==> config.mk <==
export PLATFORM = sky130hd
export DESIGN_NAME = reg_writeback
export DESIGN_NICKNAME = d
export VERILOG_FILES = /design/src/rtl/wb_pkg.sv /design/src/rtl/wb_fifo.sv /design/src/rtl/reg_writeback.sv
export SDC_FILE = /design/constraint.sdc
export NUM_CORES = 1
export LEC_CHECK = 0
export CORE_MARGIN = 10
export CORE_UTILIZATION = 55
export CTS_CLUSTER_DIAMETER = 60
export DETAILED_ROUTE_END_ITERATION = 6
export PLACE_DENSITY = 0.85
export SETUP_SLACK_MARGIN = 0.5
export SYNTH_ARGS = -nofsm -noshare
export SYNTH_HDL_FRONTEND = slang
export SYNTH_SLANG_ARGS = --single-unit
==> constraint.sdc <==
create_clock -name clk -period 5.8 [get_ports clk]
set_input_delay 1.45 -clock clk [delete_from_list [all_inputs] [get_ports clk]]
set_output_delay 1.45 -clock clk [all_outputs]
set_load 0.01 [all_outputs]
==> src/rtl/wb_pkg.sv <==
// Shared types and constants for the register-file writeback front end.
// Entry layout and register-count helpers used by the FIFO and the top.
package wb_pkg;

    localparam int DATA_W   = 8;
    localparam int ADDR_W   = 3;
    localparam int NUM_REGS = 1 << ADDR_W;

    typedef struct packed {
        logic [ADDR_W-1:0] rd;
        logic [DATA_W-1:0] data;
    } wb_entry_t;

    function automatic logic [NUM_REGS-1:0] rd_onehot(
        input logic [ADDR_W-1:0] rd
    );
        return NUM_REGS'(1) << rd;
    endfunction

endpackage

==> src/rtl/wb_fifo.sv <==
// In-order result queue feeding the regfile write port.
// Exposes per-slot valid and destination for the pending scoreboard.
module wb_fifo
    import wb_pkg::*;
#(
    parameter int DEPTH = 4,
    localparam int PTR_W = $clog2(DEPTH),
    localparam int CNT_W = PTR_W + 1
) (
    input  logic                         clk,
    input  logic                         reset_n,
    input  logic                         push,
    input  wb_entry_t                    push_entry,
    input  logic                         pop,
    input  logic                         flush,
    output wb_entry_t                    head,
    output logic                         full,
    output logic                         empty,
    output logic [CNT_W-1:0]             count,
    output logic [DEPTH-1:0]             entry_vld,
    output logic [DEPTH-1:0][ADDR_W-1:0] entry_rd
);

    wb_entry_t        mem [DEPTH];
    logic [PTR_W-1:0] wptr;
    logic [PTR_W-1:0] rptr;
    logic [CNT_W-1:0] cnt;
    logic [DEPTH-1:0] vld;
    logic             push_ok;
    logic             pop_ok;

    assign full    = (cnt == CNT_W'(DEPTH));
    assign empty   = (cnt == '0);
    assign push_ok = push & ~full;
    assign pop_ok  = pop & ~empty;
    assign head    = mem[rptr];
    assign count   = cnt;
    assign entry_vld = vld;

    // Gather slot destinations for the scoreboard reduction.
    always_comb begin
        entry_rd = '0;
        for (int i = 0; i < DEPTH; i++) begin
            entry_rd[i] = mem[i].rd;
        end
    end

    // Queue state: flush wins over push/pop; pointers wrap naturally.
    always_ff @(posedge clk or negedge reset_n) begin
        if (!reset_n) begin
            wptr <= '0;
            rptr <= '0;
            cnt  <= '0;
            vld  <= '0;
            for (int i = 0; i < DEPTH; i++) begin
                mem[i] <= '0;
            end
        end else if (flush) begin
            wptr <= '0;
            rptr <= '0;
            cnt  <= '0;
            vld  <= '0;
        end else begin
            if (push_ok) begin
                mem[wptr] <= push_entry;
                vld[wptr] <= 1'b1;
                wptr      <= wptr + 1'b1;
            end
            if (pop_ok) begin
                vld[rptr] <= 1'b0;
                rptr      <= rptr + 1'b1;
            end
            unique case ({push_ok, pop_ok})
                2'b10:   cnt <= cnt + 1'b1;
                2'b01:   cnt <= cnt - 1'b1;
                default: cnt <= cnt;
            endcase
        end
    end

endmodule

==> src/rtl/reg_writeback.sv <==
// Regfile write-side front end: load/ALU arbitration, result queue,
// host-priority write port mux and per-register pending scoreboard.
module reg_writeback
    import wb_pkg::*;
#(
    parameter int DEPTH = 4
) (
    input  logic                      clk,
    input  logic                      reset_n,
    input  logic                      ld_valid,
    output logic                      ld_ready,
    input  logic [ADDR_W-1:0]         ld_rd,
    input  logic [DATA_W-1:0]         ld_data,
    input  logic                      alu_valid,
    output logic                      alu_ready,
    input  logic [ADDR_W-1:0]         alu_rd,
    input  logic [DATA_W-1:0]         alu_data,
    input  logic                      host_wr,
    input  logic [ADDR_W-1:0]         host_rd,
    input  logic [DATA_W-1:0]         host_data,
    input  logic                      flush,
    output logic                      write,
    output logic [ADDR_W-1:0]         wR,
    output logic [DATA_W-1:0]         dataIn,
    output logic [NUM_REGS-1:0]       pending,
    output logic [$clog2(DEPTH):0]    count
);

    wb_entry_t                    push_entry;
    wb_entry_t                    head;
    logic                         push;
    logic                         pop;
    logic                         full;
    logic                         empty;
    logic [DEPTH-1:0]             entry_vld;
    logic [DEPTH-1:0][ADDR_W-1:0] entry_rd;

    assign ld_ready  = ~full & ~flush;
    assign alu_ready = ~full & ~flush & ~ld_valid;
    assign push      = (ld_valid & ld_ready) | (alu_valid & alu_ready);

    // Load path has fixed priority over the ALU for the single enqueue slot.
    always_comb begin
        push_entry = '0;
        if (ld_valid) begin
            push_entry.rd   = ld_rd;
            push_entry.data = ld_data;
        end else begin
            push_entry.rd   = alu_rd;
            push_entry.data = alu_data;
        end
    end

    // Write port: host first, otherwise drain the queue head.
    always_comb begin
        write  = 1'b0;
        wR     = '0;
        dataIn = '0;
        pop    = 1'b0;
        if (host_wr) begin
            write  = 1'b1;
            wR     = host_rd;
            dataIn = host_data;
        end else if (!empty && !flush) begin
            write  = 1'b1;
            wR     = head.rd;
            dataIn = head.data;
            pop    = 1'b1;
        end
    end

    // Scoreboard: OR of destinations of all live queue slots.
    always_comb begin
        pending = '0;
        for (int i = 0; i < DEPTH; i++) begin
            if (entry_vld[i]) begin
                pending = pending | rd_onehot(entry_rd[i]);
            end
        end
    end

    wb_fifo #(
        .DEPTH (DEPTH)
    ) u_fifo (
        .clk        (clk),
        .reset_n    (reset_n),
        .push       (push),
        .push_entry (push_entry),
        .pop        (pop),
        .flush      (flush),
        .head       (head),
        .full       (full),
        .empty      (empty),
        .count      (count),
        .entry_vld  (entry_vld),
        .entry_rd   (entry_rd)
    );

endmodule

Yosys cells after proc, flatten, opt, wreduce, memory -nomap -nowiden
Cells that the tools add are included.
{"block": "op_classes", "bitwise_logic": 19, "order_cmp": 7, "eq_ne": 3, "n_addsub": 4, "n_shift": 4, "n_reduce_logical": 11, "muxes": 32}
{"op": "$mux W8", "n": 6}
{"op": "$bwmux W44", "n": 1}
{"op": "$mux W11", "n": 4}
{"op": "$shl A1 B3 Y8 const A", "n": 4}
{"op": "$or A8 B8 Y8", "n": 3}
{"op": "$bmux W11 S2", "n": 1}
{"op": "$demux W11 S2", "n": 1}
{"op": "$mux W4", "n": 4}
{"op": "$mux W3", "n": 3}
{"op": "$mux W2", "n": 4}
{"op": "$and A1 B1 Y1", "n": 6}
{"op": "$ge A3 B3 Y1 const B", "n": 2}
{"op": "$lt A2 B3 Y1 const B", "n": 2}
{"op": "$not A2 Y3", "n": 2}
{"op": "$pmux W3 S2", "n": 1}
{"op": "$mux W1", "n": 5}
{"op": "$add A2 B1 Y2 const B", "n": 2}
{"op": "$and A4 B4 Y4", "n": 1}
{"op": "$demux W1 S2", "n": 2}
{"op": "$ge A2 B1 Y1 const B", "n": 2}
{"op": "$logic_and A1 B1 Y1", "n": 4}
{"op": "$not A1 Y1", "n": 4}
{"op": "$not A4 Y4", "n": 1}
{"op": "$or A4 B4 Y4", "n": 1}
{"op": "other kinds (12)", "n": 14}
{"block": "word_totals", "in_bits": 39, "elab_cells": 92, "output_inout_bits": 25, "regBits": 55}

Logic depth before layout (Yosys ltp)
Gate-level depths: netlist of run 1.
{"block": "logic_depth", "ltp_word": 12, "mapped_depth": 8, "ltp_nobuf": 7}

Modules after synthesis
Synthesis of run 1 repeated with hierarchy kept, for this count alone.
{"block": "unflattened", "cells_unflattened": 274, "hier_area_um2": 3350.7}
{"module": "wb_fifo", "instances": 1, "cells_per_inst": 199, "seq_area_each_um2": 1376.3, "area_per_inst_um2": 2776.4}
{"module": "reg_writeback", "instances": 1, "cells_per_inst": 75, "seq_area_each_um2": 0.0, "area_per_inst_um2": 574.3}

Least setup slack after synthesis of run 1
No wires, ideal clock.
{"block": "synth_timing", "kind": "in2out", "startpoint": "in flush", "endpoint": "out dataIn[0]", "path_buffers": 2, "arrival_ns": 2.320, "cell_stages": 4, "slack_ns": 2.030, "required_time_ns": 4.350, "path_cell_list": "clkbuf_1 nor3_1 buf_2 a22o_1"}
{"block": "synth_between", "elab_chain_len": 4}
{"element": "start, declared", "line_no": "reg_writeback.sv:21", "text": "input logic flush,"}
{"element": "$logic_not A1 Y1", "line_no": "reg_writeback.sv:64", "text": "end else if (!empty && !flush) begin"}
{"element": "$logic_and A1 B1 Y1", "line_no": "reg_writeback.sv:64"}
{"element": "$mux W8", "line_no": "reg_writeback.sv:64"}
{"element": "$mux W8", "line_no": "reg_writeback.sv:60", "text": "if (host_wr) begin"}
{"element": "end, declared", "line_no": "reg_writeback.sv:24", "text": "output logic [DATA_W-1:0] dataIn,"}
No other way between the ends.

Worst setup path in the final report of run 1
{"block": "layout_timing", "startpoint": "in flush", "endpoint": "out dataIn[5]"}
Same word-level chain as after synthesis.

==> flow_summary.ini, run 1 <==
[logic_synthesis]
ys_top_cells_by_count = dfrtp_1, nand2_1, o21ai_0, inv_1, mux2i_1
synth_cell_types = 44
yosys.area.top_type = dfrtp_1
synth_nets = 355
ys_async_sr_fraction_pct = 100
synth-main-ff-cell = dfrtp_1
syn_area_sq_mm = 0.00310
synth_cells = 307
synth-edff-count = 0
synth_area_leaders = dfrtp_1, mux4_2, o21ai_0, nand2_1, mux2i_1
synth_most_common_cell = dfrtp_1
yosys.area.top_type_share_pct = 44.4
yosysWarnings = 0
ys_seq_elements = 55
synth.yosys.seq_area_share_pct = 44.4
syn_area_per_cell_sq_um = 10.1

[hold_path]
whs_endpoint = u_fifo.mem[27]
hp-start = u_fifo.mem[27]
holdPathStages = 2
min_path_type = reg -> reg

[routing]
drc = 0
first_iter_violations = 212
wl_per_cell_um = 18.9
ant_nets = 0
wl_mm = 8.26
num_vias = 2673
vias_per_cell = 6.12
drtPass1Iterations = 5

[pwr]
clock_power_share_pct = 16.4
swShare_pct = 37.1
power_frac_comb_pct = 36.0
p_per_area_mw_per_mm2 = 391
p_int_mw = 0.953
ir_worst_vdd_v = 0.000254
power_mw = 1.52
power.leakage_nw = 1.61
pwr-share-seq_pct = 47.6
p_sw_mw = 0.562

[die]
initial_core_util_pct = 56.6
core_area_sq_mm = 0.00547
ioPinCount = 64
die_width_um = 95.1
num_rows = 27
dieHeight_um = 95.1
dieArea_sq_mm = 0.00904

[setup_path]
regToRegSetupSlack_ps = 2910
ff2ff_path_depth = 8
rr_endpoint = u_fifo.count[2]
arrival_ps = 3180
path_max_fanout = 18
cp-end-kind = primary output
r2r-start = u_fifo.count[0]
crit_required_ps = 4350
critPathLaunchType = input port
crit_type = in -> out

[grt]
grt_max_degree = 56
grt_pass1_vias = 2778
antenna_found_initial = 0
grtUsageTotal_pct = 19.2
grt-ovfl-total = 0
grt_first_pass_wirelength_mm = 13.9

[clocking]
clock_latency_ps = 310
cts-root-buf = clkbuf_8
cts_tree = yes
cts_buffer_depth = 2
cts_resized = 0
clk_pin_slew_ps = 90
cts_max_level = 2
clkSinkCount = 55
cts_made_buffers = 5
cts_hold_buf = 0
postCtsSetupBuffers = 0

[layout]
drive_gt1_share_pct = 9.04
nNetsFinal = 413
stdcell_area_sq_mm = 0.00388
area_growth_pct = 25.1
diodes = 0

[placement]
dp_slack_ps = 1150
placed_area_sq_mm = 0.00377
dp_hpwl_mm = 5.88
place_congestion = 0.913
port_buffers = 63

[sta]
clock.fmax_ghz = 0.216
hold_viol = 0
final.setup.worst_slack_ps = 1170
fin_crit_sh_pct = 79.8
rsz0062_at_grt = false
tightest_slew_ps = 862
fin_tns_setup_ps = 0
maxSlewHeadroom_pct = 42.5
drv_slew = 0
finalSetupViolCount = 0
min_period_ps = 4630
clock_skew_ps = 8.50

[flow_run]
maxCapViolations = 0

[run_status]
status = finished, final reports clean
## power groups by stage
stage / sequential (mW) / clock (mW) / combinational [mW]
6_report: 0.721 / 0.249 / 0.545
5_1_grt: 0.746 / 0.269 / 0.609
4_1_cts: 0.716 / 0.252 / 0.549
3_5_place_dp: 0.722 / 0 / 0.544
3_3_place_gp: 0.714 / 0 / 0.512
2_1_floorplan: 0.659 / 0 / 0.383
## critical path, cell delays in order
cell	delay [ps]
clkdlybuf4s50_1	400
buf_4	200
nor3_2	180
buf_4	240
a22o_1	160
clkdlybuf4s50_1	550
## how the worst max path moves through the flow
stage,startpoint,to,depth (start not counted)
4_1_cts,flush,dataIn[5],6
3_5_place_dp,flush,dataIn[5],6
5_1_grt,flush,dataIn[5],6
6_report,flush,dataIn[5],6
3_3_place_gp,flush,dataIn[0],6
2_1_floorplan,flush,dataIn[0],4
## kinds of logic after synthesis
kind of cell | Yosys count | share of synthesized area, %
and+or+nand+nor | 96 | 15.7
AOI/OAI and AO/OA | 92 | 19.2
DFF | 55 | 44.4
buffers and inverters | 30 | 4.40
muxes | 23 | 11.9
adders and majority gates | 9 | 3.88
xor gates and xnor gates | 2 | 0.565
## metrics by stage
| stage | util (%) | hold WS, ps | cells |
|---|---|---|---|
| after floorplan | - | 445 | 307 |
| after global placement | 68.9 | 457 | 430 |
| after detailed placement | 68.9 | 469 | 430 |
| after CTS | 70.8 | 492 | 437 |
| after global routing | 70.8 | 513 | 437 |
| final | 70.8 | 493 | 437 |
## per-layer routing
layer | track usage, % | routed length (um) | up-vias
met5 | 0 | 0 | -
met4 | 4.24 | 78 | 0
met3 | 4.16 | 527 | 8
met2 | 34.3 | 4360 | 92
met1 | 23.1 | 3300 | 1329
li1 | - | - | 1244
## state kept, by name, summed over array words and instances, names as in the netlist
name,cells
u_fifo.entry_vld,4
u_fifo.wptr,2
u_fifo.rptr,2
u_fifo.entry_rd,12
u_fifo.count,3
u_fifo.mem,32
## cell usage in the layout (no fill, tap or decap), types with 3 or more instances in the layout
cell type	instances
nor2b_1	4
nand2b_1	6
nand3_2	4
buf_4	5
nor3_1	5
clkbuf_8	5
a31oi_1	6
dfrtp_1	55
ha_1	8
clkdlybuf4s50_1	62
mux2i_1	12
a22o_1	11
or3_1	3
o311ai_0	3
o21ai_0	48
nand2_1	54
o221ai_1	6
mux4_2	11
inv_1	13
a221oi_1	4
a21oi_1	3
nor2_1	10
## layout make-up
cell class                 instances  area [sq um]
clock buffer                       5          68.8
clock inverter                     2          37.5
fill                             403          1600
inverter                          13          48.8
multi-input combinational        222          1590
sequential                        55          1380
tap                               72          90.1
timing repair buffer              68           663
No activity file was read; power rests on OpenSTA's default activity.
==> run 2, diff against run 1 <==
- CORE_UTILIZATION: 55 -> 51
- PLACE_DENSITY: 0.85 -> 0.8
- clock period: 5.8 -> 4.75 ns (I/O delays scaled with it)
==> run 2 against run 1 <==
Non-clock buffer count increased by 1. Core utilization decreased by 5.2 points. Via count decreased by 3.1%. Clock power increased by 25%.
==> flow_summary.ini, run 2 (synthesized netlist as in run 1, its figures left out) <==
[clocking]
cts_made_buffers = 5
clk_pin_slew_ps = 80
cts_hold_buf = 0
clkSinkCount = 55
cts_max_level = 2
cts_tree = yes
postCtsSetupBuffers = 0
cts_resized = 0
clock_latency_ps = 310
cts_buffer_depth = 2
cts-root-buf = clkbuf_8

[setup_path]
arrival_ps = 2820
cp_common_cell = clkdlybuf4s50_1
rr_endpoint = u_fifo.count[2]
cp_cell_sequence = clkdlybuf4s50_1, nor3_1, buf_4, a22o_1, clkdlybuf4s50_1
path_max_fanout = 9
crit_required_ps = 3560
critPathLaunchType = input port
cp-end-kind = primary output
crit_type = in -> out
r2r-start = u_fifo.count[0]
cp_slowest_cell = clkdlybuf4s50_1
regToRegSetupSlack_ps = 1840
cpPeakStageDelay_ps = 540
ff2ff_path_depth = 8

[hold_path]
holdPathStages = 2
hp-start = u_fifo.mem[18]
min_path_type = reg -> reg
whs_endpoint = u_fifo.mem[18]

[pwr]
ir_worst_vdd_v = 0.000291
power.leakage_nw = 1.62
p_per_area_mw_per_mm2 = 471

[flow_run]
maxCapViolations = 0

[grt]
grt_max_degree = 30
grt-ovfl-total = 0
antenna_found_initial = 0
grt_first_pass_wirelength_mm = 13.5
grt_pass1_vias = 2731
grtUsageTotal_pct = 16.7

[sta]
drv_slew = 0
clock_skew_ps = 16.0
finalSetupViolCount = 0
clock.fmax_ghz = 0.249
rsz0062_at_grt = false
min_period_ps = 4010
fin_tns_setup_ps = 0
tightest_slew_ps = 899
fin_crit_sh_pct = 84.5
maxSlewHeadroom_pct = 40.0
hold_viol = 0

[die]
dieArea_sq_mm = 0.00960
dieHeight_um = 98.0
num_rows = 28
die_width_um = 98.0
core_area_sq_mm = 0.00592
ioPinCount = 64
initial_core_util_pct = 52.3

[routing]
wl_per_cell_um = 17.8
vias_per_cell = 5.86
drtPass1Iterations = 4
drc = 0
num_vias = 2591
wl_mm = 7.88
first_iter_violations = 162
ant_nets = 0

[layout]
stdcell_area_sq_mm = 0.00389
layout_commonest_cell = clkdlybuf4s50_1
diodes = 0
most-common-layout-cells = clkdlybuf4s50_1, dfrtp_1, nand2_1, o21ai_0, inv_1
largest_register_ffs = 32
drive_gt1_share_pct = 8.99
top_register = u_fifo.mem
nNetsFinal = 414
area_growth_pct = 25.4

[placement]
placed_area_sq_mm = 0.00378
dp_hpwl_mm = 5.70
port_buffers = 63
place_congestion = 0.863

[run_status]
status = finished, final reports clean
-- run 2: cell types whose count changed in the layout (fill, tap and decap cells not counted), sizes merged --
cell and delta:
clkinvlp -1, clkbuf +1, inv +1, buf +1
-- run 2: worst max-delay path: cells and delay by family --
family | cells | cell delay [ps]
buf+inv | 3 | 1210
simple gates | 1 | 260
compound gates | 1 | 150
-- run 2: routing by layer --
layer  GRT usage [%]  share of wire, %  vias up
li1                -                 -     1245
met1            19.3                42     1268
met2            29.1                51       66
met3            2.82               4.7       12
met4            7.94               2.2        0
met5               0                 0        -
-- run 2: power by group --
group          switching (mW)  internal [mW]
sequential              0.206          0.664
clock                   0.152          0.159
combinational           0.306          0.345
-- run 2: worst max-delay path by stage --
stage / end / start / slack, ps / cells past startpoint
final: wR[1] / flush / 740 / 5
after global routing: wR[1] / flush / 680 / 5
after CTS: dataIn[1] / flush / 760 / 5
after detailed placement: wR[2] / flush / 770 / 5
after global placement: dataIn[1] / host_wr / 790 / 5
after floorplan: dataIn[0] / flush / 1500 / 4
-- run 2: layout make-up --
cell class	count	area (sq um)
Sequential cell	55	1380
Clock inverter	2	38.8
Timing Repair Buffer	69	671
Clock buffer	6	72.6
Fill cell	457	2030
Multi-Input combinational cell	222	1590
Tap cell	75	93.8
Inverter	13	48.8
-- run 2: per-stage QoR --
step	hold WS, ps	utilization [%]	total power, mW	setup WS (ps)	cells
2_1_floorplan	445	-	1.27	1500	307
3_3_place_gp	457	63.8	1.49	789	434
3_5_place_dp	469	63.8	1.53	766	434
4_1_cts	488	65.7	1.84	759	442
5_1_grt	524	65.7	1.98	678	442
6_report	484	65.7	1.83	738	442
==> run 3, diff against run 2 <==
- clock period: 4.75 -> 3.8 ns (I/O delays scaled with it)
==> run 3 against run 2 <==
Final area grew 1.2%. Clock power grew 9.3%. Global-route usage shrank 0.066 points. Worst setup slack lost 160 ps. Largest power group unchanged. First-iteration DRC count shrank 33%. Largest cell class unchanged. Core utilization grew 0.78 points. Routed wire length grew 2.6%. Sequential share of layout area shrank 0.38 points. Clock skew shrank 3.4 ps. Critical path depth is the same.
==> flow_summary.ini, run 3 (synthesized netlist as in run 1, its figures left out) <==
[pwr]
pwr-share-seq_pct = 48.4
power.leakage_nw = 1.72
clock_power_share_pct = 15.0
p_sw_mw = 0.859
swShare_pct = 38.0
p_per_area_mw_per_mm2 = 575
power_frac_comb_pct = 36.6
ir_worst_vdd_v = 0.000325
p_int_mw = 1.40

[setup_path]
cp_slowest_cell = clkdlybuf4s50_1
cpPeakStageDelay_ps = 530
critPathLaunchType = input port
arrival_ps = 2270
path_delay_family = buffers and inverters
cp-end-kind = primary output
crit_type = in -> out
crit_buf_inv = 3
path_max_fanout = 4
crit_required_ps = 2850
cp_cell_sequence = dlygate4sd2_1, nor3_4, buf_6, a22o_1, clkdlybuf4s50_1

[routing]
num_vias = 2653
drc = 0
wl_per_cell_um = 18.1
vias_per_cell = 5.95
wl_mm = 8.09
drtPass1Iterations = 4
first_iter_violations = 108
ant_nets = 0

[flow_run]
maxCapViolations = 0

[layout]
diodes = 0
drive_gt1_share_pct = 11.9
area_growth_pct = 26.9
nNetsFinal = 418
largest_register_ffs = 32
top_register = u_fifo.mem
most-common-layout-cells = nand2_1, dfrtp_1, o21ai_0, clkdlybuf4s50_1, inv_1
layoutNonFillerInstCount = 446
post-route-util_pct = 66.4

[placement]
port_buffers = 63
place_congestion = 0.867
dp_hpwl_mm = 5.71
post-place-cells = 434

[sta]
fin_crit_sh_pct = 84.7
whs_ps = 488
tightest_slew_ps = 688
fin_tns_setup_ps = 0
clock_skew_ps = 12.6
hold_viol = 0
maxSlewHeadroom_pct = 54.1
clock.fmax_ghz = 0.311
min_period_ps = 3220
rsz0062_at_grt = true
drv_slew = 0
finalSetupViolCount = 0

[die]
dieHeight_um = 98.0
core_area_sq_mm = 0.00592
die_width_um = 98.0
dieArea_sq_mm = 0.00960
initial_core_util_pct = 52.3
ioPinCount = 64
num_rows = 28

[clocking]
cts_made_buffers = 5
clkSinkCount = 55
cts-root-buf = clkbuf_8
cts_max_level = 2
cts_hold_buf = 0
cts_tree = yes
cts_buffer_depth = 2
clk_pin_slew_ps = 110
clock_latency_ps = 330

[grt]
grt_pass1_vias = 2660
grt-ovfl-total = 0
antenna_found_initial = 0
grt_first_pass_wirelength_mm = 13.2
grtUsageTotal_pct = 16.6
grt_max_degree = 31

[hold_path]
min_path_type = reg -> reg

[run_status]
status = finished, final reports clean
## run 3: final timing paths
path                                    to  depth (start not counted)             from  slack [ps]
setup / recovery                 dataIn[1]                          5          host_wr         580
setup reg to reg           u_fifo.count[2]                         10  u_fifo.count[0]         830
max in group asynchronous   u_fifo.mem[29]                          2          reset_n        2370
hold reg to reg              u_fifo.mem[0]                          2    u_fifo.mem[0]         490
hold / removal               u_fifo.mem[0]                          2    u_fifo.mem[0]         490
min in group asynchronous  u_fifo.count[2]                          1          reset_n         630
## run 3: final cells by class
class	count	area, sq um
Clock buffer	5	68.8
Clock inverter	3	27.5
Fill cell	452	1990
Inverter	13	48.8
Multi-Input combinational cell	222	1600
Sequential cell	55	1380
Tap cell	75	93.8
Timing Repair Buffer	73	714
## run 3: power by group through the flow
stage	clock (mW)	sequential, mW	combinational [mW]
2_1_floorplan	0	1.01	0.584
3_3_place_gp	0	1.08	0.784
3_5_place_dp	0	1.10	0.818
4_1_cts	0.345	1.09	0.829
5_1_grt	0.370	1.14	0.926
6_report	0.340	1.09	0.826
## run 3: metal layers
layer / GRT usage [%] / vias to the layer above / share of wire [%]
li1: - / 1254 / -
met1: 18.9 / 1306 / 40
met2: 29.1 / 80 / 52
met3: 3.66 / 13 / 5.7
met4: 7.27 / 0 / 2.1
met5: 0 / - / 0
## run 3: metrics by stage
stage	power (mW)	area, sq um	setup WS, ps
floorplan	1.59	3100	824
global placement	1.87	3780	333
detailed placement	1.92	3780	230
CTS	2.26	3910	265
global route	2.43	3930	496
finish	2.26	3930	581
## run 3: worst reg2reg max path: stages, from the launching register on
cell and delay, ps:
dfrtp_1 540, nor3_2 420, nor3_4 90, buf_4 160, buf_4 120, buf_4 130, nor2b_1 140, fa_1 430
or4b_1 530, a21o_1 190, a31oi_1 150
## run 3: timing repair
item	in CTS	in global routing
setup endpoints to repair	13	11
setup buffers	2	1
pin swaps	1	1
cloned	1	0
resized for setup	18	10
